==> src/rtl/demux_pkg.sv <==
// Shared constants and helpers for the 1-to-4 stream demultiplexer.
// sat_inc is width-generic so every counter in the block can use it.
package demux_pkg;
  localparam int N_OUT      = 4;
  localparam int SEL_W      = 2;
  localparam int DATA_W_DEF = 8;
  localparam int CNT_W_DEF  = 8;

  // Increment v, holding at the all-ones value of a w-bit counter (w <= 32).
  function automatic logic [31:0] sat_inc(input logic [31:0] v, input int unsigned w);
    logic [31:0] max;
    max = (w >= 32) ? 32'hFFFF_FFFF : ((32'd1 << w) - 32'd1);
    return (v >= max) ? v : v + 32'd1;
  endfunction
endpackage

==> src/rtl/stream_demux_1to4_if.sv <==
// Input stream plus the four output streams of the demux.
// slave = the demux, master = producer/consumer side.
interface stream_demux_1to4_if import demux_pkg::*; #(
  parameter int DATA_W = DATA_W_DEF
);
  logic                            in_valid;
  logic                            in_ready;
  logic [DATA_W-1:0]               in_data;
  logic [SEL_W-1:0]                in_sel;
  logic [N_OUT-1:0]                out_valid;
  logic [N_OUT-1:0]                out_ready;
  logic [N_OUT-1:0][DATA_W-1:0]    out_data;

  modport slave (
    input  in_valid, in_data, in_sel, out_ready,
    output in_ready, out_valid, out_data
  );

  modport master (
    output in_valid, in_data, in_sel, out_ready,
    input  in_ready, out_valid, out_data
  );
endinterface

==> src/rtl/demux_out_slot.sv <==
// One-entry output holding register with its delivered-beat counter.
// A fill wins over a drain in the same cycle, giving one beat/cycle throughput.
module demux_out_slot import demux_pkg::*; #(
  parameter int DATA_W = DATA_W_DEF,
  parameter int CNT_W  = CNT_W_DEF
) (
  input  logic              clk,
  input  logic              rst,
  input  logic              fill,
  input  logic [DATA_W-1:0] fill_data,
  input  logic              ready,
  output logic              valid,
  output logic [DATA_W-1:0] data,
  output logic [CNT_W-1:0]  cnt
);
  logic drain;

  assign drain = valid && ready;

  always_ff @(posedge clk) begin
    if (rst) begin
      valid <= 1'b0;
      data  <= '0;
      cnt   <= '0;
    end else begin
      // data only moves on a fill; it keeps the last beat while empty
      if (fill) begin
        valid <= 1'b1;
        data  <= fill_data;
      end else if (drain) begin
        valid <= 1'b0;
      end
      if (drain)
        cnt <= CNT_W'(sat_inc(32'(cnt), CNT_W));
    end
  end
endmodule

==> src/rtl/stream_demux_1to4.sv <==
// Registered 1-to-4 stream demux: steers each input beat to the slot named by in_sel,
// drops (and counts) beats whose destination is disabled.
module stream_demux_1to4 import demux_pkg::*; #(
  parameter int DATA_W = DATA_W_DEF,
  parameter int CNT_W  = CNT_W_DEF
) (
  input  logic                         clk,
  input  logic                         rst,
  stream_demux_1to4_if.slave           bus,
  input  logic [N_OUT-1:0]             out_en,
  output logic [N_OUT-1:0][CNT_W-1:0]  deliv_cnt,
  output logic [CNT_W-1:0]             drop_cnt
);
  logic                         sel_en;
  logic                         rdy;
  logic                         accept;
  logic [N_OUT-1:0]             fill;
  logic [N_OUT-1:0]             valid_q;
  logic [N_OUT-1:0][DATA_W-1:0] data_q;

  // Disabled destinations always accept so their beats can be discarded.
  assign sel_en = out_en[bus.in_sel];
  assign rdy    = sel_en ? (!valid_q[bus.in_sel] || bus.out_ready[bus.in_sel]) : 1'b1;
  assign accept = bus.in_valid && rdy;

  assign bus.in_ready  = rdy;
  assign bus.out_valid = valid_q;
  assign bus.out_data  = data_q;

  for (genvar i = 0; i < N_OUT; i++) begin : g_slot
    assign fill[i] = accept && sel_en && (bus.in_sel == SEL_W'(i));

    demux_out_slot #(.DATA_W(DATA_W), .CNT_W(CNT_W)) u_slot (
      .clk       (clk),
      .rst       (rst),
      .fill      (fill[i]),
      .fill_data (bus.in_data),
      .ready     (bus.out_ready[i]),
      .valid     (valid_q[i]),
      .data      (data_q[i]),
      .cnt       (deliv_cnt[i])
    );
  end

  always_ff @(posedge clk) begin
    if (rst)
      drop_cnt <= '0;
    else if (accept && !sel_en)
      drop_cnt <= CNT_W'(sat_inc(32'(drop_cnt), CNT_W));
  end
endmodule

==> src/flat_wrapper.sv <==
// flat-port wrapper written by rule: the top's interface ports become plain ports
module stream_demux_1to4_flat import demux_pkg::*;
#(
  parameter int DATA_W = DATA_W_DEF,
  parameter int CNT_W  = CNT_W_DEF
)
  (clk, rst, out_en, deliv_cnt, drop_cnt, bus_in_valid, bus_in_data, bus_in_sel, bus_out_ready, bus_in_ready, bus_out_valid, bus_out_data);
  stream_demux_1to4_if #(.DATA_W(DATA_W)) bus_i ();
  input  logic clk;
  input  logic rst;
  input  logic [N_OUT-1:0] out_en;
  output logic [N_OUT-1:0][CNT_W-1:0] deliv_cnt;
  output logic [CNT_W-1:0] drop_cnt;
  input wire logic [$bits(bus_i.in_valid)-1:0] bus_in_valid;
  input wire logic [$bits(bus_i.in_data)-1:0] bus_in_data;
  input wire logic [$bits(bus_i.in_sel)-1:0] bus_in_sel;
  input wire logic [$bits(bus_i.out_ready)-1:0] bus_out_ready;
  output wire logic [$bits(bus_i.in_ready)-1:0] bus_in_ready;
  output wire logic [$bits(bus_i.out_valid)-1:0] bus_out_valid;
  output wire logic [$bits(bus_i.out_data)-1:0] bus_out_data;
  assign bus_i.in_valid = bus_in_valid;
  assign bus_i.in_data = bus_in_data;
  assign bus_i.in_sel = bus_in_sel;
  assign bus_i.out_ready = bus_out_ready;
  assign bus_in_ready = bus_i.in_ready;
  assign bus_out_valid = bus_i.out_valid;
  assign bus_out_data = bus_i.out_data;
  stream_demux_1to4 #(.DATA_W(DATA_W), .CNT_W(CNT_W)) u_core (.clk(clk), .rst(rst), .bus(bus_i), .out_en(out_en), .deliv_cnt(deliv_cnt), .drop_cnt(drop_cnt));
endmodule
==> config.mk <==
export PLATFORM = sky130hd
export DESIGN_NAME = stream_demux_1to4_flat
export DESIGN_NICKNAME = d
export VERILOG_FILES = /design/src/rtl/demux_pkg.sv /design/src/rtl/stream_demux_1to4_if.sv /design/src/rtl/demux_out_slot.sv /design/src/rtl/stream_demux_1to4.sv /design/src/flat_wrapper.sv
export SDC_FILE = /design/constraint.sdc
export NUM_CORES = 1
export LEC_CHECK = 0
export ABC_AREA = 1
export CORE_ASPECT_RATIO = 0.9
export CORE_MARGIN = 2
export CORE_UTILIZATION = 25
export DETAILED_ROUTE_END_ITERATION = 6
export PLACE_DENSITY = 0.47
export SLEW_MARGIN = 20
export SYNTH_ARGS = -nofsm -noshare
export SYNTH_HDL_FRONTEND = slang
export SYNTH_SLANG_ARGS = --single-unit
==> constraint.sdc <==
create_clock -name clk -period 1.9 [get_ports clk]
set_clock_uncertainty 0.1 [all_clocks]
set_input_delay 0.19 -clock clk [delete_from_list [all_inputs] [get_ports clk]]
set_output_delay 0.19 -clock clk [all_outputs]
set_load 0.02 [all_outputs]
==> impl_results.md <==
* Area growth syn-to-layout at 42.5%
* Top cell type's share of synthesized area at 37.6%
* Post-route antenna net violation count at 0
* Critical path class: in2out
* Min Hold Slack at 0.396 ns
* Fin. Hold Viols at 0
* Worst vdd ir at 706 uV
* DIE WIDTH at 138 um
* CTS root buffer: clkbuf_16
* Final period utilization at 93.3%
* Maxcap violations at 0
* Initial Utilization at 25.4%
* Fmax achieved at 564 MHz
* Clk pin slew, worst setup/hold paths at 0.06 ns
* Post-DR vias/cell at 4.28
* Startpoint Class: primary input
* Gr usage total at 13.4%
* Pwr Total at 4.18 mW
* Measured slew at the worst slew-check pin at 0.458 ns
* Final Non-Filler Cells at 926
* Postcts setup bufs at 0
* Yosys cell types at 27
* Hold WC Path Type: reg2reg
* Cells after Synth at 597
* Initial antenna violation count at 0
* Net Count, Synth at 623
* Mean Syn Cell Area at 6.78 um2
* Row count at 44
* Vias in the first global route at 3718
* Cell taking the most area after synthesis: dfxtp_1
* Htree depth at 3
* Clk buf depth at 2
* Placed Instances at 910
* Top Ports at 98
* Via count at 3962
* 1st-iter DRT viols at 169
* Final #Nets at 740
* Met1 Use GR at 17.1%
* CP Capture Type: output port
* Layout fillers at 1709
* Die H at 125 um
* Synthesized area at 4050 um2
* DPL Wire Length at 8220 um
* Pwr Density at 725 nW/um2
* GPL Wtd Cong at 0.843
* Utilization after layout at 36.1%
* First-pass GRT wire length at 18600 um
* CTS buffer count at 9
* Slew Limit Headroom at 69.5%
* Met2 usage at 21.7%
* DRC viols at 0
* PortBufs at 97
* Total grt overflow at 0
* Most frequent cells in the layout: 178 x nand2_1, 101 x inv_1, 96 x clkdlybuf4s50_1, 76 x dfxtp_1, 67 x nor2_1
* Later-pin clock latency in the skew report at 0.34 ns
* Status: complete, no violations
* Setup violators final at 0
* Die area at 17200 um2
* DR WL/cell at 12.2 um
* Initial DRT Pass Iterations at 4
* Most common cell after layout, fill and taps aside: nand2_1
* # diodes at 0
* Yosys warns at 0
* Tmin final at 1.77 ns
* Share of layout cells above drive strength 1 at 9.74%
* Met3 Use GR at 4.00%
* Seq/Total Area, Yosys at 37.6%
* RSZ-0062 raised after global routing: true
* FF+latch count, synth at 76
* Pleak at 2.47 nW
* Core area at 16000 um2
* Top Usage Layer GRT: met2
* Fin. max-slew vios at 0
* Critical path arrival at 1.48 ns
* Crit path max fanout at 7
* CTS tree: built
* Critical Path RT at 1.61 ns
* Ranking of synthesized cells by area: dfxtp_1 38%, nand2_1 17%, inv_1 9.4%
* CTS Sinks at 76
* Largest net degree at the start of global routing at 33
* Total routed wirelength at 11300 um
## cells in the mapped netlist
master,number
nand3_1,18
nand4_1,35
xor2_1,15
nor3b_1,1
nand2_1,180
clkbuf_1,5
nor3_1,5
ha_1,5
buf_2,2
nand3_4,5
nor2_8,2
inv_2,6
nor2_4,2
o21ai_0,6
buf_6,5
nand2_4,2
nor2_2,2
a21oi_1,34
buf_4,8
xnor2_1,8
inv_1,101
o21bai_2,2
dfxtp_1,76
o21ai_1,3
buf_1,1
nor2_1,67
nand2_8,1
## sequential cells by signal (all words and copies together), names as in the netlist
signal and count:
u_core.g_slot.u_slot.valid 4, u_core.g_slot.u_slot.data 32, u_core.g_slot.u_slot.cnt 32, u_core.drop_cnt 8
## timing repair
item | in CTS | in global routing
setup endpoints to repair | 1 | 10
resized for setup | 3 | 4
hold buffers | 0 | 0
## layer usage
layer | wire length (um) | part of all wire [%]
met5 | 0 | 0
met4 | 153 | 1.3
met3 | 583 | 5.1
met2 | 5210 | 46
met1 | 5390 | 48
## cells by family (layout without fill, tap and decap cells)
group / Yosys count / count (layout) / synth area share (%)
buffers and inverters: 128 / 250 / 13.6
XOR/XNOR: 23 / 23 / 4.98
AND/OR/NAND/NOR: 320 / 320 / 36.4
flip-flops: 76 / 76 / 37.6
adder cells (fa/ha/maj): 5 / 5 / 1.55
AO/OA/AOI/OAI: 45 / 45 / 5.87
## final timing paths
path                            slack, ns  depth (start not counted)                        endpoint                      startpoint
worst max-delay path                 0.13                          8                    bus_in_ready                   bus_in_sel[1]
worst min-delay path                 0.40                          2  u_core.g_slot[2].u_slot.cnt[3]  u_core.g_slot[2].u_slot.cnt[3]
worst max register to register       0.24                          8              u_core.drop_cnt[3]              u_core.drop_cnt[1]
worst min register to register       0.40                          2  u_core.g_slot[2].u_slot.cnt[3]  u_core.g_slot[2].u_slot.cnt[3]
## worst max-delay path: stages
cell and delay (ns):
clkdlybuf4s50_1 0.48, buf_4 0.17, inv_2 0.06, nand3_1 0.06
nand2_1 0.12, nor2_8 0.13, nand3_1 0.09, buf_2 0.18
## area by class of cell
cell class / instances / area [um2] / area share [%]
tap: 207 / 259 / 4.49
multi-input combinational: 393 / 1980 / 34.3
clock inverter: 4 / 95.1 / 1.65
clock buffer: 12 / 256 / 4.45
inverter: 107 / 402 / 6.96
sequential: 76 / 1520 / 26.4
timing repair buffer: 127 / 1250 / 21.7
## metrics by stage
stage	setup TNS [ns]	area (um2)	setup slack, ns
finish	0	5770	0.128
global route	-0.00411	5770	-0.00411
CTS	0	5770	0.0363
detailed placement	-7.80	5420	-0.299
global placement	-8.05	5420	-0.291
floorplan	0	4050	0.294
## power breakdown
group / switching, mW / total [mW] / leakage (nW) / internal, mW
Combinational: 0.279 / 0.496 / 1.68 / 0.217
Sequential: 0.0262 / 1.66 / 0.615 / 1.63
Clock: 0.679 / 2.03 / 0.173 / 1.35
Total: 0.984 / 4.18 / 2.47 / 3.20
(Power assumes the default switching activity.)
==> variant 1 (same settings) <==
Reset style: asynchronous (`rst`), changed in 2 clocked blocks.
--- a/src/rtl/demux_out_slot.sv
+++ b/src/rtl/demux_out_slot.sv
@@ -17,7 +17,7 @@
 
   assign drain = valid && ready;
 
-  always_ff @(posedge clk) begin
+  always_ff @(posedge clk or posedge rst) begin
     if (rst) begin
       valid <= 1'b0;
       data  <= '0;
--- a/src/rtl/stream_demux_1to4.sv
+++ b/src/rtl/stream_demux_1to4.sv
@@ -42,7 +42,7 @@
     );
   end
 
-  always_ff @(posedge clk) begin
+  always_ff @(posedge clk or posedge rst) begin
     if (rst)
       drop_cnt <= '0;
     else if (accept && !sel_en)
Check against the original RTL: differs if rst is asserted again (counterexample within 4 cycles, from zero or initial values and one cycle with rst high); with rst held inactive, the same outputs for 10 cycles.
==> variant 1 against the unedited design <==
Maximum frequency fell by 1.2%. Utilization fell by 0.18 points. Cell area fell by 4.4%. Worst setup slack got worse by 22 ps. Critical path type is now primary input to flop. Sequential cell count did not move. Count of clock-buffer cells in the layout did not move. Area after synthesis fell by 4.0%. Routed wire length fell by 11%. Sequential share of layout area rose by 8.1 points. Critical endpoint is now u_core.g_slot[1].u_slot.data[3]$_DFFE_PP0P_. Hold slack got worse by 350 ps.
Power is not compared: it rests on default switching activity, and its combinational part moved more than twofold at a synthesized area within 25%.
==> variant 1: results (changes against the unedited design) <==
- The post-synthesis share of cell area spent on full adders, half adders and majority gates is 0.0161 (was 0.0155).
- The final weighted congestion in routability-driven placement came to 0.787 (was 0.843).
- The total detailed-routing wirelength is 10100 um (was 11300 um).
- The arrival time of data at the critical path endpoint is 1970 ps (was 1480 ps).
- The violation count after the first detailed-routing iteration was 141 (was 169).
- The count of unique library cells instantiated by Yosys is 30 (was 27).
- The type of the worst min-delay path is primary input to asynchronous set/reset pin (was flop to flop).
- The compound-gate portion of the synthesized area is 0.0280 (was 0.0587).
- The share of the synthesized netlist area taken by xor and xnor gates is 0.0631 (was 0.0498).
- The maximum number of pins on one net before global-route repair was 47 (was 33).
- The overall via count from detail_route came to 3310 (was 3962).
- The share of synthesized flip-flops with an asynchronous set or reset is 1.00 (was 0).
- The final-stage net count was 590 (was 740).
- The maximum fanout along the worst path is 16 (was 7).
- The accumulated negative setup slack is 0 ps (unchanged).
- The wire length of the first global-routing pass came to 16900 um (was 18600 um).
- The overall global routing resource usage was 0.132 (was 0.134).
- The delay of the slowest cell on the worst path is 460 ps (was 480 ps).
- Result of the run: finished, final reports clean (unchanged).
- The proportion of layout cells with a drive suffix above 1 is 0.118 (was 0.0974).
- The count of warnings emitted by yosys is 0 (unchanged).
- The half-perimeter wire length after detailed placement was 7480 um (was 8220 um).
- The sequential area share after synthesis is 0.490 (was 0.376).
- Most used standard cells in the synthesized netlist: 164 x sky130_fd_sc_hd__nand2_1, 76 x sky130_fd_sc_hd__dfrtp_1, 39 x sky130_fd_sc_hd__nand4_1 (was 180 x sky130_fd_sc_hd__nand2_1, 101 x sky130_fd_sc_hd__inv_1, 76 x sky130_fd_sc_hd__dfxtp_1).
- The post-placement setup slack is -319 ps (was -299 ps).
- The number of nets in the synthesized netlist is 471 (was 623).
==> variant 1: kinds of logic after synthesis <==
kind of cell	after synthesis
AND/OR/NAND/NOR	260
flip-flops	76
buffers and inverters	55
XOR/XNOR	28
AO/OA/AOI/OAI	21
adder cells (fa/ha/maj)	5
==> variant 1: worst max-delay path, delay by kind of cell <==
| family | cells | cell delay [ps] |
|---|---|---|
| buffers and inverters | 5 | 1160 |
| and+or+nand+nor | 6 | 620 |
==> variant 1: final timing paths <==
path	start	endpoint	slack [ps]	depth (start not counted)
setup / recovery	bus_in_sel[0]	u_core.g_slot[1].u_slot.data[3]$_DFFE_PP0P_	110	11
hold / removal	rst	u_core.g_slot[3].u_slot.cnt[1]$_DFFE_PP0P_	50	2
setup reg to reg	u_core.g_slot[3].u_slot.cnt[0]$_DFFE_PP0P_	u_core.g_slot[3].u_slot.cnt[6]$_DFFE_PP0P_	250	8
hold reg to reg	u_core.g_slot[0].u_slot.data[6]$_DFFE_PP0P_	u_core.g_slot[0].u_slot.data[6]$_DFFE_PP0P_	360	2
max in group asynchronous	rst	u_core.g_slot[0].u_slot.data[4]$_DFFE_PP0P_	1100	3
min in group clk	u_core.g_slot[0].u_slot.data[6]$_DFFE_PP0P_	u_core.g_slot[0].u_slot.data[6]$_DFFE_PP0P_	360	2
==> variant 1: power by group through the flow <==
| stage | logic, mW | clock network (mW) | registers (mW) |
|---|---|---|---|
| 6_report | 2.42 | 1.86 | 2.49 |
| 5_1_grt | 2.64 | 2.00 | 2.58 |
| 4_1_cts | 2.45 | 1.93 | 2.50 |
| 3_5_place_dp | 2.44 | 0 | 2.52 |
| 3_3_place_gp | 2.43 | 0 | 2.52 |
| 2_1_floorplan | 0.780 | 0 | 2.98 |
==> variant 1: metal layers <==
metal | up-vias | wire, um | track usage
met5 | - | 0 | 0
met4 | 0 | 131 | 0.0371
met3 | 10 | 672 | 0.0533
met2 | 67 | 4670 | 0.210
met1 | 1550 | 4650 | 0.166
li1 | 1683 | - | -
==> variant 1: through the flow <==
step                hold WS, ps  utilization  instance area (um2)  cells
floorplan                   171            -                 3890    445
global placement            355        0.339                 5190    755
detailed placement          358        0.339                 5190    755
CTS                        38.6        0.360                 5510    771
global route               58.8        0.359                 5510    771
finish                     46.0        0.359                 5510    771
==> variant 1: area by class of cell <==
cell class,count,area [um2]
Clock inverter,4,72.6
Inverter,39,153
Timing Repair Buffer,124,1210
Tap cell,202,253
Multi-Input combinational cell,314,1680
Clock buffer,12,246
Sequential cell,76,1900
Fill cell,1566,9820
==> variant 1: what timing repair did <==
item	CTS	global route
hold buffers	0	0
hold endpoints to repair	0	0
resized for setup	3	3
endpoints found under the setup margin	1	5
==> variant 2 (same settings) <==
Without the edit above. Set the package constant `SEL_W` to 3 (it was 2).
--- a/src/rtl/demux_pkg.sv
+++ b/src/rtl/demux_pkg.sv
@@ -2,7 +2,7 @@
 // sat_inc is width-generic so every counter in the block can use it.
 package demux_pkg;
   localparam int N_OUT      = 4;
-  localparam int SEL_W      = 2;
+  localparam int SEL_W      = 3;
   localparam int DATA_W_DEF = 8;
   localparam int CNT_W_DEF  = 8;
 
Ports: changed (resized bus_in_sel); port bits go from 98 to 99. No check against the original RTL was run, so the function may have changed too.
==> variant 2 against the unedited design <==
Area after synthesis fell by 0.93%. Clock power fell by 22%. Worst setup slack improved by 11 ps. Sequential cell count did not move. Power fell by 14%. Cell area fell by 2.3%. Routed wire length barely moved. Count of clock-buffer cells in the layout fell by 1. Maximum frequency rose by 0.60%. Critical path type is now flop to primary output. Largest cell class unchanged.
==> variant 2: results (changes against the unedited design) <==
- The cell count after synthesis came to 581 (was 597).
- The post-placement cell count is 890 (was 910).
- The length of routed wiring on met1 was 5250 um (was 5390 um).
- The compound-gate portion of the synthesized area is 0.0599 (was 0.0587).
- The wire length of the first global-routing pass is 18500 um (was 18600 um).
- The critical path startpoint is u_core.g_slot[3].u_slot.cnt[2]$_SDFFE_PP0P_ (was bus_in_sel[1]).
- The half-perimeter wire length after detailed placement is 8370 um (was 8220 um).
- The met1 track demand over resource in global routing is 0.177 (was 0.171).
- The startpoint of the worst hold path is u_core.g_slot[2].u_slot.cnt[7]$_SDFFE_PP0P_ (was u_core.g_slot[2].u_slot.cnt[3]$_SDFFE_PP0P_).
- Result of the run: finished, final reports clean (unchanged).
- The final non-filler cell total is 906 (was 926).
- The wire length on met3 is 864 um (was 583 um).
- The switching power was 916 uW (was 984 uW).
- The count of cells along the worst register-to-register path came to 5 (was 8).
- The post-cts resize count is 1 (was 3).
- The violation count after the first detailed-routing iteration was 252 (was 169).
- The final-stage net count is 726 (was 740).
- The destination of the worst register-to-register timing path is u_core.g_slot[1].u_slot.cnt[4]$_SDFFE_PP0P_ (was u_core.drop_cnt[3]$_SDFFE_PP0P_).
- The count of unique library cells instantiated by Yosys is 30 (was 27).
- The cell area after placement is 0.00537 mm2 (was 0.00542 mm2).
- The endpoint of the worst hold path is u_core.g_slot[2].u_slot.cnt[7]$_SDFFE_PP0P_ (was u_core.g_slot[2].u_slot.cnt[3]$_SDFFE_PP0P_).
- The met2 wire length is 5130 um (was 5210 um).
- The reported leakage power is 2.38 nW (was 2.47 nW).
- Main area contributors after synthesis: sky130_fd_sc_hd__dfxtp_1 38%, sky130_fd_sc_hd__nand2_1 15%, sky130_fd_sc_hd__inv_1 9.4% (was sky130_fd_sc_hd__dfxtp_1 38%, sky130_fd_sc_hd__nand2_1 17%, sky130_fd_sc_hd__inv_1 9.4%).
- The global routing usage on met2 was 0.218 (was 0.217).
- The port buffer count came to 98 (was 97).
- The via count of the first global-routing pass is 3728 (was 3718).
- The measured slew at the worst slew-check pin is 553 ps (was 458 ps).
- The overall via count from detail_route is 3952 (was 3962).
[variant 2: cell types whose count changed in the layout (fill, tap and decap cells not counted), sizes merged, moves of 2 or more]
cell / unedited run / this run
nor3: 5 / 11
nor2: 73 / 63
nand3: 23 / 29
and3: 0 / 2
inv: 107 / 104
bufinv: 3 / 0
clkinv: 1 / 4
nand2: 183 / 161
nand4: 35 / 41
buf: 31 / 28
[variant 2: power groups by stage]
stage	registers, mW	logic (mW)	clock network (mW)
floorplan	1.69	0.192	0
global placement	1.67	0.395	0
detailed placement	1.67	0.399	0
CTS	1.63	0.401	1.67
global route	1.64	0.439	1.73
finish	1.63	0.396	1.59
[variant 2: cell type report]
class                   count  area (um2)  share of cell area
well taps                 202         253              0.0448
flip-flops and latches     76        1520               0.270
clock inverters             5        27.5             0.00488
repair buffers            126        1250               0.222
multi-input cells         382        1950               0.346
inverters                 104         395              0.0701
clock buffers              11         243              0.0431
